$ cat src/rtl/jtag_emu_pkg.sv
// ----------------------------------------------------------------------------
// jtag_emu_pkg
// Shared definitions for the jtag_emu hardware shift engine: FSM state type,
// command field widths and a helper that clamps a requested bit count to the
// maximum command size.
// ----------------------------------------------------------------------------
package jtag_emu_pkg;

    localparam int unsigned JTAG_LEN_W  = 6;
    localparam int unsigned JTAG_DATA_W = 32;

    typedef enum logic [2:0] {
        IDLE,
        LOW,
        HIGH,
        TRST,
        RESP
    } jtag_state_t;

    // Requests longer than one data word shift a full word and no more.
    function automatic logic [JTAG_LEN_W-1:0] clamp_len(input logic [JTAG_LEN_W-1:0] len);
        if (len > JTAG_LEN_W'(JTAG_DATA_W)) begin
            return JTAG_LEN_W'(JTAG_DATA_W);
        end
        return len;
    endfunction

endpackage

$ cat src/rtl/jtag_emu_tck_div.sv
// ----------------------------------------------------------------------------
// jtag_emu_tck_div
// Half-period counter for the generated TCK. Reloads on entry to every phase
// and flags the final clk cycle of the phase.
//
// Ports:
//   clk, rst_n   system clock, asynchronous active-low reset
//   load         a new phase starts on the next cycle (reload the counter)
//   active       FSM is in a timed phase (LOW, HIGH or TRST)
//   phase_end_o  high on the last cycle of the current phase
// ----------------------------------------------------------------------------
module jtag_emu_tck_div #(
    parameter int unsigned CLK_DIV = 2
) (
    input  logic clk,
    input  logic rst_n,
    input  logic load,
    input  logic active,
    output logic phase_end_o
);

    logic [7:0] count;

    always_ff @(posedge clk or negedge rst_n) begin
        if (!rst_n) begin
            count <= '0;
        end else if (load) begin
            count <= 8'(CLK_DIV - 1);
        end else if (count != '0) begin
            count <= count - 8'd1;
        end
    end

    assign phase_end_o = active && (count == '0);

endmodule

$ cat src/rtl/jtag_emu_shifter.sv
// ----------------------------------------------------------------------------
// jtag_emu_shifter
// Hardware JTAG shift engine. Accepts one command of up to 32 TMS/TDI bit
// pairs (or a TRST pulse), generates TCK from clk, captures TDO on the last
// cycle of each TCK-high phase and returns the captured word through a
// valid/ready response.
//
// Ports:
//   clk, rst_n                        system clock, async active-low reset
//   cmd_valid_i / cmd_ready_o         command handshake (ready == idle)
//   cmd_len_i                         bit count, 0 = no shift, >32 clamps to 32
//   cmd_tms_i, cmd_tdi_i              bit pairs, bit 0 shifted first
//   cmd_trst_i                        perform a TRST pulse instead of a shift
//   rsp_valid_o / rsp_ready_i         response handshake
//   rsp_tdo_o                         captured TDO, bit i from shift i
//   tck_o, trstn_o, tms_o, tdi_o      registered TAP drive
//   tdo_i                             TAP data out
//   busy_o                            high whenever not idle
//
// Build option:
//   JTAG_TDO_SYNC_EN  route tdo_i through a 2-flop synchronizer (needs
//                     CLK_DIV >= 3); otherwise tdo_i is sampled directly.
// ----------------------------------------------------------------------------
module jtag_emu_shifter
    import jtag_emu_pkg::*;
#(
    parameter int unsigned CLK_DIV = 2,
    parameter int unsigned DATA_W  = 32
) (
    input  logic                  clk,
    input  logic                  rst_n,
    input  logic                  cmd_valid_i,
    output logic                  cmd_ready_o,
    input  logic [JTAG_LEN_W-1:0] cmd_len_i,
    input  logic [DATA_W-1:0]     cmd_tms_i,
    input  logic [DATA_W-1:0]     cmd_tdi_i,
    input  logic                  cmd_trst_i,
    output logic                  rsp_valid_o,
    input  logic                  rsp_ready_i,
    output logic [DATA_W-1:0]     rsp_tdo_o,
    output logic                  tck_o,
    output logic                  trstn_o,
    output logic                  tms_o,
    output logic                  tdi_o,
    input  logic                  tdo_i,
    output logic                  busy_o
);

    jtag_state_t           state;
    jtag_state_t           state_next;
    logic [JTAG_LEN_W-1:0] len_q;
    logic [JTAG_LEN_W-1:0] bit_cnt;
    logic [DATA_W-1:0]     tms_sh;
    logic [DATA_W-1:0]     tdi_sh;
    logic                  trst_half;
    logic                  accept;
    logic                  last_bit;
    logic                  phase_end;
    logic                  tdo_s;

    // ------------------------------------------------------------------
    // TDO capture path
    // ------------------------------------------------------------------
`ifdef JTAG_TDO_SYNC_EN
    if (CLK_DIV < 3) begin : g_div_too_small
        $error("jtag_emu_shifter: JTAG_TDO_SYNC_EN requires CLK_DIV >= 3");
    end

    logic [1:0] tdo_sync;

    always_ff @(posedge clk or negedge rst_n) begin
        if (!rst_n) begin
            tdo_sync <= '0;
        end else begin
            tdo_sync <= {tdo_sync[0], tdo_i};
        end
    end

    assign tdo_s = tdo_sync[1];
`else
    assign tdo_s = tdo_i;
`endif

    // ------------------------------------------------------------------
    // Phase timer
    // ------------------------------------------------------------------
    jtag_emu_tck_div #(
        .CLK_DIV (CLK_DIV)
    ) u_tck_div (
        .clk         (clk),
        .rst_n       (rst_n),
        .load        (accept || phase_end),
        .active      (state inside {LOW, HIGH, TRST}),
        .phase_end_o (phase_end)
    );

    assign accept   = cmd_valid_i && (state == IDLE);
    assign last_bit = (bit_cnt + JTAG_LEN_W'(1)) == len_q;

    // ------------------------------------------------------------------
    // FSM
    // ------------------------------------------------------------------
    always_ff @(posedge clk or negedge rst_n) begin
        if (!rst_n) begin
            state <= IDLE;
        end else begin
            state <= state_next;
        end
    end

    always_comb begin
        state_next = state;
        unique case (state)
            IDLE: begin
                if (accept) begin
                    if (cmd_trst_i) begin
                        state_next = TRST;
                    end else if (cmd_len_i == '0) begin
                        state_next = RESP;
                    end else begin
                        state_next = LOW;
                    end
                end
            end
            LOW:  if (phase_end) state_next = HIGH;
            HIGH: if (phase_end) state_next = last_bit ? RESP : LOW;
            // TRST spans two timer phases, so the 8-bit timer covers 2*CLK_DIV.
            TRST: if (phase_end && trst_half) state_next = RESP;
            RESP: if (rsp_ready_i) state_next = IDLE;
            default: state_next = IDLE;
        endcase
    end

    assign cmd_ready_o = (state == IDLE);
    assign busy_o      = (state != IDLE);
    assign rsp_valid_o = (state == RESP);

    // ------------------------------------------------------------------
    // Datapath and registered TAP outputs
    // ------------------------------------------------------------------
    always_ff @(posedge clk or negedge rst_n) begin
        if (!rst_n) begin
            len_q     <= '0;
            bit_cnt   <= '0;
            tms_sh    <= '0;
            tdi_sh    <= '0;
            trst_half <= 1'b0;
            rsp_tdo_o <= '0;
            tck_o     <= 1'b0;
            trstn_o   <= 1'b0;
            tms_o     <= 1'b1;
            tdi_o     <= 1'b0;
        end else begin
            // Driving the TAP pins from the next state keeps them registered
            // while still lining up with the state they belong to.
            tck_o   <= (state_next == HIGH);
            trstn_o <= (state_next != TRST);

            if (accept) begin
                len_q     <= clamp_len(cmd_len_i);
                bit_cnt   <= '0;
                trst_half <= 1'b0;
                rsp_tdo_o <= '0;
                tms_sh    <= cmd_tms_i >> 1;
                tdi_sh    <= cmd_tdi_i >> 1;
                if (!cmd_trst_i && (cmd_len_i != '0)) begin
                    tms_o <= cmd_tms_i[0];
                    tdi_o <= cmd_tdi_i[0];
                end
            end

            if ((state == TRST) && phase_end) begin
                trst_half <= 1'b1;
            end

            if ((state == HIGH) && phase_end) begin
                rsp_tdo_o[bit_cnt[4:0]] <= tdo_s;
                bit_cnt                 <= bit_cnt + JTAG_LEN_W'(1);
                if (!last_bit) begin
                    tms_o  <= tms_sh[0];
                    tdi_o  <= tdi_sh[0];
                    tms_sh <= tms_sh >> 1;
                    tdi_sh <= tdi_sh >> 1;
                end
            end
        end
    end

endmodule

$ cat config.mk
export PLATFORM = sky130hd
export DESIGN_NAME = jtag_emu_shifter
export DESIGN_NICKNAME = d
export VERILOG_FILES = /design/src/rtl/jtag_emu_pkg.sv /design/src/rtl/jtag_emu_tck_div.sv /design/src/rtl/jtag_emu_shifter.sv
export SDC_FILE = /design/constraint.sdc
export NUM_CORES = 1
export LEC_CHECK = 0
export BUFFER_PORTS_ARGS = -buffer_cell sky130_fd_sc_hd__buf_2
export CAP_MARGIN = 10
export CORE_ASPECT_RATIO = 1.25
export CORE_MARGIN = 4
export CORE_UTILIZATION = 50
export CTS_CLUSTER_DIAMETER = 40
export CTS_CLUSTER_SIZE = 12
export DETAILED_ROUTE_END_ITERATION = 6
export HOLD_SLACK_MARGIN = 0.08
export PLACE_DENSITY = 0.76
export SYNTH_ARGS = -nofsm -noshare
export SYNTH_HDL_FRONTEND = slang
export SYNTH_SLANG_ARGS = --single-unit
$ cat constraint.sdc
create_clock -name clk -period 2.47 [get_ports clk]
set_clock_uncertainty 0.1 [all_clocks]
set_input_delay 0.3705 -clock clk [delete_from_list [all_inputs] [get_ports clk]]
set_output_delay 0.3705 -clock clk [all_outputs]
set_load 0.02 [all_outputs]
# [Word level (Yosys, flattened, before mapping)]
# Cells that the tools add are included.
[totals] regBits=124 in_bits=76
[classes] n_lt_le_gt_ge=3 n_eq_ne=7 reduce_logical=19 n_mux=38 addsub=2
[ops] op="$mux 32" count=8
[ops] op="$bwmux 32" count=1
[ops] op="$mux 3" count=8
[ops] op="$mux 6" count=4
[ops] op="$mux 8" count=2
[ops] op="$pmux 3 s5" count=1
[ops] op="$mux 1" count=13
[ops] op="$eq 3x2->1 const B" count=3
[ops] op="$logic_not 8->1" count=1
[ops] op="$reduce_bool 8->1" count=1
[ops] op="$sub 8x1->8 const B" count=1
[ops] op="$logic_and 1x1->1" count=7
[ops] op="$add 6x1->6 const B" count=1
[ops] op="$eq 6x6->1" count=1
[ops] op="$gt 6x6->1 const B" count=1
[ops] op="$logic_not 6->1" count=1
[ops] op="$lt 5x6->1 const B" count=1
[ops] op="$reduce_bool 2->1" count=3
[ops] op="$reduce_bool 3->1" count=2
[ops] op="$reduce_bool 6->1" count=1
[ops] op="$demux 1 s5" count=1
[ops] op="$ge 5x1->1 const B" count=1
[ops] op="$eq 3x1->1 const B" count=1
[ops] op="$eq 3x3->1 const B" count=1
[ops] op="other kinds (4)" count=4

# [Longest topological paths before layout]
# Gate-level depths: netlist of the first run.
[depth] ltp_word=7 mapped_depth=10 depth_no_buf=7

# [By module]
# From an unflattened synthesis of the first run, not the netlist that was laid out.
[hier_totals] hier_cells=687 hier_area_um2=6517.5
[by_module_without_submodules] module="jtag_emu_shifter" seq_area_each_um2=2904.0 cells_per_inst=639 area_per_inst_um2=6038.3 instances=1
[by_module_without_submodules] module="jtag_emu_tck_div" seq_area_each_um2=200.2 cells_per_inst=48 area_per_inst_um2=479.2 instances=1

# [Worst setup path before layout of the first run]
# Ideal clock, no wire load.
[synth_path] path_type="reg2reg" from="register bit_cnt[0]" to="register tms_sh[10]" n_path_buf=2 arrival_ps=2162 path_slack_ps=83 period_less_slack_ps=2387 path_stages_with_launch=9 setup_ps=125 cell_sequence="dfrtp_1 ha_1 nor2b_1 or3_1 a31oi_1 o22a_4 buf_6 buf_6 mux2_4"
[synth_between] elab_chain_cells=4
[synth_lines] element="from (decl)" line="jtag_emu_shifter.sv:52" text="logic [JTAG_LEN_W-1:0] bit_cnt;"
[synth_lines] element="from (signal assigned)" line="jtag_emu_shifter.sv:178" text="bit_cnt <= bit_cnt + JTAG_LEN_W'(1);"
[synth_lines] element="$add 6x1->6" line="jtag_emu_shifter.sv:98" text="assign last_bit = (bit_cnt + JTAG_LEN_W'(1)) == len_q;"
[synth_lines] element="$eq 6x6->1" line="jtag_emu_shifter.sv:98"
[synth_lines] element="$mux 32" line="jtag_emu_shifter.sv:179" text="if (!last_bit) begin"
[synth_lines] element="$mux 32" line="jtag_emu_shifter.sv:176" text="if ((state == HIGH) && phase_end) begin"
[synth_lines] element="to (signal assigned)" line="jtag_emu_shifter.sv:164" text="tms_sh <= cmd_tms_i >> 1;"
[synth_lines] element="to (signal assigned)" line="jtag_emu_shifter.sv:182" text="tms_sh <= tms_sh >> 1;"
[synth_lines] element="to (decl)" line="jtag_emu_shifter.sv:53" text="logic [DATA_W-1:0] tms_sh;"
# No other way between the ends.
# A chain may end at the register's enable or synchronous reset.

# [Worst setup path after layout of the first run]
[layout_path] from="register u_tck_div.count[0]" to="register rsp_tdo_o[17]"
[layout_between] elab_chain_cells=4
[layout_lines] element="from (decl)" line="jtag_emu_tck_div.sv:22" text="logic [7:0] count;"
[layout_lines] element="from (signal assigned)" line="jtag_emu_tck_div.sv:28" text="count <= 8'(CLK_DIV - 1);"
[layout_lines] element="from (signal assigned)" line="jtag_emu_tck_div.sv:30" text="count <= count - 8'd1;"
[layout_lines] element="$logic_not 8->1" line="jtag_emu_tck_div.sv:34" text="assign phase_end_o = active && (count == '0);"
[layout_lines] element="$logic_and 1x1->1" line="jtag_emu_tck_div.sv:34"
[layout_lines] element="$logic_and 1x1->1" line="jtag_emu_shifter.sv:176"
[layout_lines] element="$mux 32" line="jtag_emu_shifter.sv:176"
[layout_lines] element="to (signal, indexed assignment)" line="jtag_emu_shifter.sv:177" text="rsp_tdo_o[bit_cnt[4:0]] <= tdo_s;"
[layout_lines] element="to (decl)" line="jtag_emu_shifter.sv:40" text="output logic [DATA_W-1:0] rsp_tdo_o,"
# No other way between the ends.

==> results of run 1 <==
registers in the layout (all words and copies together) (netlist names):
| name | flops |
|---|---|
| rsp_tdo_o | 32 |
| tdi_sh | 32 |
| tms_sh | 32 |
| u_tck_div.count | 8 |
| bit_cnt | 6 |
| len_q | 6 |
| state | 3 |
| tck_o | 1 |
| tdi_o | 1 |
| tms_o | 1 |
| trst_half | 1 |
| trstn_o | 1 |
synthesized netlist by cell type (2+ instances only):
master	number
nand2_1	217
dfrtp_1	123
mux2_2	39
o211ai_1	34
o31ai_1	34
mux2_4	27
clkbuf_1	25
nor2_1	15
o21ai_0	11
inv_1	10
nand3_1	10
a21oi_1	9
buf_2	7
ha_1	6
nand3b_1	6
or3_1	6
xnor2_1	6
and3_1	5
buf_6	4
nor2b_1	4
nor3_1	4
or4_1	4
nand2b_1	3
nor3b_1	3
o22ai_1	3
a31oi_1	2
buf_1	2
nor4_1	2
or2_2	2
power by group:
group	internal, mW	leakage [nW]	total (mW)	switching [mW]
Clock	1.82	0.320	2.76	0.935
Combinational	1.41	2.04	2.86	1.44
Sequential	2.79	1.60	3.35	0.555
repair_timing:
action	in CTS	in global routing
resized for setup	0	2
hold buffers	1	0
endpoints found under the setup margin	0	39
hold endpoints to repair	21	0
cells by family after synthesis:
kind of cell / share of synthesized area
compound gates: 0.112
fa+ha+maj: 0.0120
flops: 0.496
xor+xnor: 0.00979
buf+inv: 0.0362
mux: 0.135
simple gates: 0.199
through the flow:
| step | total power [mW] | utilization | setup WS, ns | std cells |
|---|---|---|---|---|
| 2_1_floorplan | 5.38 | - | 0.0831 | 638 |
| 3_3_place_gp | 6.01 | 0.579 | 0.139 | 896 |
| 3_5_place_dp | 6.19 | 0.579 | 0.0546 | 896 |
| 4_1_cts | 9.01 | 0.634 | 0.0501 | 929 |
| 5_1_grt | 9.54 | 0.634 | -0.108 | 929 |
| 6_report | 8.96 | 0.634 | 0.0400 | 929 |
area by class of cell:
| type | instances | area (um^2) |
|---|---|---|
| fillers | 1000 | 4470 |
| flip-flops and latches | 124 | 3100 |
| multi-input cells | 465 | 2960 |
| repair buffers | 134 | 788 |
| clock buffers | 18 | 439 |
| clock inverters | 14 | 216 |
| well taps | 164 | 205 |
| inverters | 10 | 37.5 |
worst min-delay path by stage:
stage / from / end / slack (ns) / depth (start not counted)
4_1_cts: cmd_trst_i / trstn_o$_DFF_PN0_ / 0.09 / 2
5_1_grt: cmd_trst_i / trstn_o$_DFF_PN0_ / 0.11 / 2
2_1_floorplan: rst_n / bit_cnt[0]$_DFFE_PN0P_ / -0.03 / 0
6_report: cmd_trst_i / trstn_o$_DFF_PN0_ / 0.11 / 2
3_5_place_dp: rst_n / rsp_tdo_o[15]$_DFF_PN0_ / 0.20 / 1
3_3_place_gp: rst_n / rsp_tdo_o[15]$_DFF_PN0_ / 0.20 / 1
routing by layer:
layer	vias to the layer above	track usage	wire, um
li1	2428	-	-
met1	2448	0.271	6310
met2	118	0.354	7390
met3	5	0.0562	734
met4	0	0.0449	63
met5	-	0	0
layout by cell type (no fill, tap or decap), types with 2 or more instances in the layout:
cell type,n
or4_1,4
bufinv_16,5
clkbuf_16,17
buf_2,113
clkinv_4,4
nand3_1,9
buf_12,5
nor3b_1,3
buf_4,15
nor2b_1,4
o31ai_1,34
a21oi_1,9
mux2_4,27
nor4_1,2
and3_1,5
nand3b_1,6
nand2b_1,3
nand2_1,216
o22ai_1,3
ha_1,6
nor3_1,4
o211ai_1,34
nor2_1,15
or3_1,6
o21ai_0,11
dfrtp_1,123
xnor2_1,6
or2_2,2
inv_1,10
mux2_2,39
clkinv_2,3
critical path: cells and delay by family, from the launching register on:
kind / cells / cell delay, ns
and+or+nand+nor: 3 / 0.89
adders and majority gates: 1 / 0.22
DFF: 1 / 0.37
AOI/OAI and AO/OA: 2 / 0.41
buffers and inverters: 2 / 0.29
==> results_dict.tcl, run 1 <==
set metrics [dict create \
    vdd_drop_max_mv 0.619 \
    p_leak_nw 3.96 \
    rsz0062_at_grt "yes" \
    grt_pass1_wl_um 24600 \
    clock_sinks 124 \
    fin_crit_sh 0.984 \
    yosysUniqueCellTypes 44 \
    gr-total-overflow 0 \
    drtIter0Drc 296 \
    vias 4999 \
    worst_pin_slew_ns 0.568 \
    yosysWarningCount 0 \
    syn-num-nets 720 \
    async_reset_ff_frac 1.00 \
    ant_nets 0 \
    netlist.area_leader.share 0.492 \
    final_nets 834 \
    syn_inst 638 \
    end_kind "flip-flop" \
    setup_tns_ns 0 \
    critical_path_class "reg2reg" \
    die_area_mm2 0.0144 \
    syn_to_final_growth_pct 23.8 \
    crit_chain "inv_1 -> ha_1 -> nor4b_4 -> and3_1 -> buf_4 -> nand2_1 -> o211ai_1 -> o31ai_1" \
    grt_pass1_vias 5110 \
    start_util 0.513 \
    drtPass1Iterations 4 \
    totalWireLength_um 14500 \
    cellPowerDensity_mw_per_mm2 1160 \
    core_area_mm2 0.0122 \
    cp.required_ns 2.64 \
    grt_max_degree 73 \
    placed_area_mm2 0.00708 \
    cts_tree "built" \
    grt_usage 0.210 \
    slew_headroom 0.620 \
    ys_seq_area_frac 0.496 \
    r2r_slack_ns 0.04 \
    reg2regPathDepth 8 \
    holdWs_ns 0.109 \
    io_buffer_count 114 \
    hpwl_um 9800 \
    final-hold-violation-count 0 \
    status "completed" \
    antenna_cells 0 \
    cp.arrival_ns 2.60 \
    root_buffer "clkbuf_16" \
    avgViaCountPerCell 5.38 \
    clk_latency_ns 0.41 \
    worst-path-max-fanout 16 \
    cts.htree.levels 4 \
    synthFlopType "dfrtp_1" \
    synth_largest_area_cell "dfrtp_1" \
    drc 0 \
    synth.avg_cell_area_um2 9.82 \
    final_area_mm2 0.00775 \
    postCtsSetupBuffers 0 \
    worstSetupStartpoint "u_tck_div.count[0]$_DFFE_PN0P_" \
    slowest_delay_ns 0.37 \
    place_congestion 0.815 \
    io_pins 115 \
    endpoint "rsp_tdo_o[17]$_DFF_PN0_" \
    synth-edff-count 0 \
    worst_r2r_endpoint "rsp_tdo_o[17]$_DFF_PN0_" \
    timing.rr.start "u_tck_div.count[0]$_DFFE_PN0P_" \
    wl_per_cell_um 15.6 \
    drive_above_1_share 0.316 \
    max_freq_mhz 412 \
    hold_path_class "in2reg" \
    synthTopCellsByArea "dfrtp_1, nand2_1, mux2_2" \
    ys_ff_latch 124 \
    grt_antenna_before_repair 0 \
    clock_path_buffers 2 \
    startpoint_type "flip-flop" \
    num_rows 45 \
    finalSetupViolations 0 \
    cap_violations 0 \
    numCtsBuffers 17 \
    min_period_ns 2.43 \
    cp_slowest_cell "dfrtp_1" \
    syn_area_mm2 0.00626 \
    die-height_um 133 \
    die_w_um 108 \
    clk_pin_slew_ns 0.06 \
    report.final.slew_viol_count 0 \
]
Power figures use the tool's default switching activity.
==> inputs of run 2 (changes only) <==
- CAP_MARGIN: 10 -> 25
- CORE_MARGIN: 4 -> default
==> run 2 against run 1 <==
Compared with the run above:
- non-clock buffer count grew 2
- highest routed layer unchanged
- power fell by 2.5%
- critical path depth fell by 2
- largest power group unchanged
- setup slack gained 0.085 ns
==> results_dict.tcl, run 2 (synthesis results as in run 1) <==
set metrics [dict create \
    syn_to_final_growth_pct 23.3 \
    preCtsSetupSlack_ns 0.0859 \
    finalSetupViolations 0 \
    core_area_mm2 0.0122 \
    critPathTopFamily "simple AND/OR/NAND/NOR gates" \
    final_area_mm2 0.00772 \
    worst_slack_ns 0.125 \
    cts.htree.levels 4 \
    die_w_um 102 \
    cp.arrival_ns 2.53 \
    timing.rr.start "bit_cnt[4]$_DFFE_PN0P_" \
    place_congestion 0.869 \
    cp_slowest_cell "dfrtp_1" \
    worst-path-max-fanout 26 \
    cellPowerDensity_mw_per_mm2 1130 \
    crit_cells 6 \
    cp.required_ns 2.65 \
    end_kind "flip-flop" \
    path_buf_inv 1 \
    clock_sinks 124 \
    hold_path_class "in2reg" \
    drtPass1Iterations 5 \
    fill_cells 1035 \
    rsz0062_at_grt "no" \
    slew_headroom 0.662 \
    clk_latency_ns 0.40 \
    gr-total-overflow 0 \
    critical_path_class "reg2reg" \
    holdPathStages 2 \
    grt_max_degree 106 \
    min_to "trstn_o$_DFF_PN0_" \
    seqCellArea_mm2 0.00311 \
    setup_tns_ns 0 \
    clock_path_buffers 2 \
    start_util 0.515 \
    numCtsBuffers 17 \
    startpoint_type "flip-flop" \
    drive_above_1_share 0.319 \
    antenna_cells 0 \
    root_buffer "clkbuf_16" \
    fin_crit_sh 0.950 \
    io_pins 115 \
    dp.cells 896 \
    hold_start "cmd_trst_i" \
    instances_no_fill 930 \
    multi_input_area_mm2 0.00296 \
    wl_per_cell_um 14.9 \
    grt_use_met2 0.383 \
    mostFrequentLayoutCell "nand2_1" \
    p_leak_nw 3.94 \
    drtIter0Drc 230 \
    ant_nets 0 \
    avgViaCountPerCell 5.38 \
    grt_antenna_before_repair 0 \
    r2r_slack_ns 0.12 \
    reg2regPathDepth 6 \
    grt_pass1_vias 5072 \
    finalPower_mw 8.73 \
    final_nets 836 \
    grt_usage 0.229 \
    holdWs_ns 0.0999 \
    clk_pin_slew_ns 0.06 \
    grt_use_met3 0.0531 \
    cap_violations 0 \
    busiest_layer "met2" \
    vdd_drop_max_mv 0.622 \
    placed_area_mm2 0.00708 \
    min_period_ns 2.35 \
    crit_chain "nand2_1 -> nor4_1 -> nand2b_2 -> o22a_4 -> buf_12 -> mux2_4" \
    grt_pass1_wl_um 23400 \
    cts_tree "built" \
    io_buffer_count 114 \
    grt_util_met1 0.290 \
    report.final.slew_viol_count 0 \
    drc 0 \
    die-height_um 127 \
    final-hold-violation-count 0 \
    max_freq_mhz 426 \
    totalWireLength_um 13900 \
    status "completed" \
    final_util 0.635 \
    most-common-layout-cells "nand2_1, dfrtp_1, buf_2, mux2_2" \
    die_area_mm2 0.0130 \
    num_rows 45 \
    reg.largest.list "rsp_tdo_o: 32 flops, tdi_sh: 32 flops, tms_sh: 32 flops" \
    slowest_delay_ns 0.59 \
    worst_r2r_endpoint "tms_sh[16]$_DFF_PN0_" \
    vias 5000 \
    hpwl_um 9180 \
    worst_pin_slew_ns 0.507 \
]
[run 2: changes by cell type in the layout (fill, tap and decap cells not counted)]
cell	change
buf_4	+2
bufinv_16	-2
clkbuf_8	+2
clkinv_4	-4
clkinvlp_4	+4
dfrtp_1	-1
dfrtp_2	+1
inv_6	-1
[run 2: what timing repair did]
| action | 4_1_cts | 5_1_grt |
|---|---|---|
| hold buffers | 1 | 0 |
| endpoints found under the setup margin | 0 | 66 |
| gates resized for setup | 0 | 3 |
| hold endpoints to repair | 35 | 0 |
| buffers inserted | 0 | 2 |
[run 2: how the worst max path moves through the flow]
stage	start	endpoint	slack [ns]
finish	bit_cnt[4]$_DFFE_PN0P_	tms_sh[16]$_DFF_PN0_	0.12
global route	bit_cnt[1]$_DFFE_PN0P_	tdi_sh[13]$_DFF_PN0_	0.006
CTS	bit_cnt[0]$_DFFE_PN0P_	tms_sh[16]$_DFF_PN0_	0.06
detailed placement	bit_cnt[0]$_DFFE_PN0P_	tdi_sh[24]$_DFF_PN0_	0.09
global placement	bit_cnt[0]$_DFFE_PN0P_	tdi_sh[17]$_DFF_PN0_	0.12
floorplan	bit_cnt[0]$_DFFE_PN0P_	tms_sh[10]$_DFF_PN0_	0.08
[run 2: power by group]
group	switching (mW)	total, mW	leakage, nW	internal [mW]
sequential	0.560	3.35	1.60	2.79
clock	0.882	2.54	0.286	1.65
combinational	1.43	2.84	2.05	1.41
total	2.87	8.73	3.94	5.86
[run 2: cell type report]
class / count / area share
repair buffers: 136 / 0.104
clock inverters: 11 / 0.0185
flip-flops and latches: 124 / 0.402
clock buffers: 20 / 0.0605
well taps: 164 / 0.0266
inverters: 10 / 0.00486
multi-input cells: 465 / 0.383
[run 2: layer usage]
| metal | wire (um) | vias up |
|---|---|---|
| met5 | 0 | - |
| met4 | 209 | 0 |
| met3 | 560 | 20 |
| met2 | 7080 | 139 |
| met1 | 6030 | 2415 |
| li1 | - | 2426 |
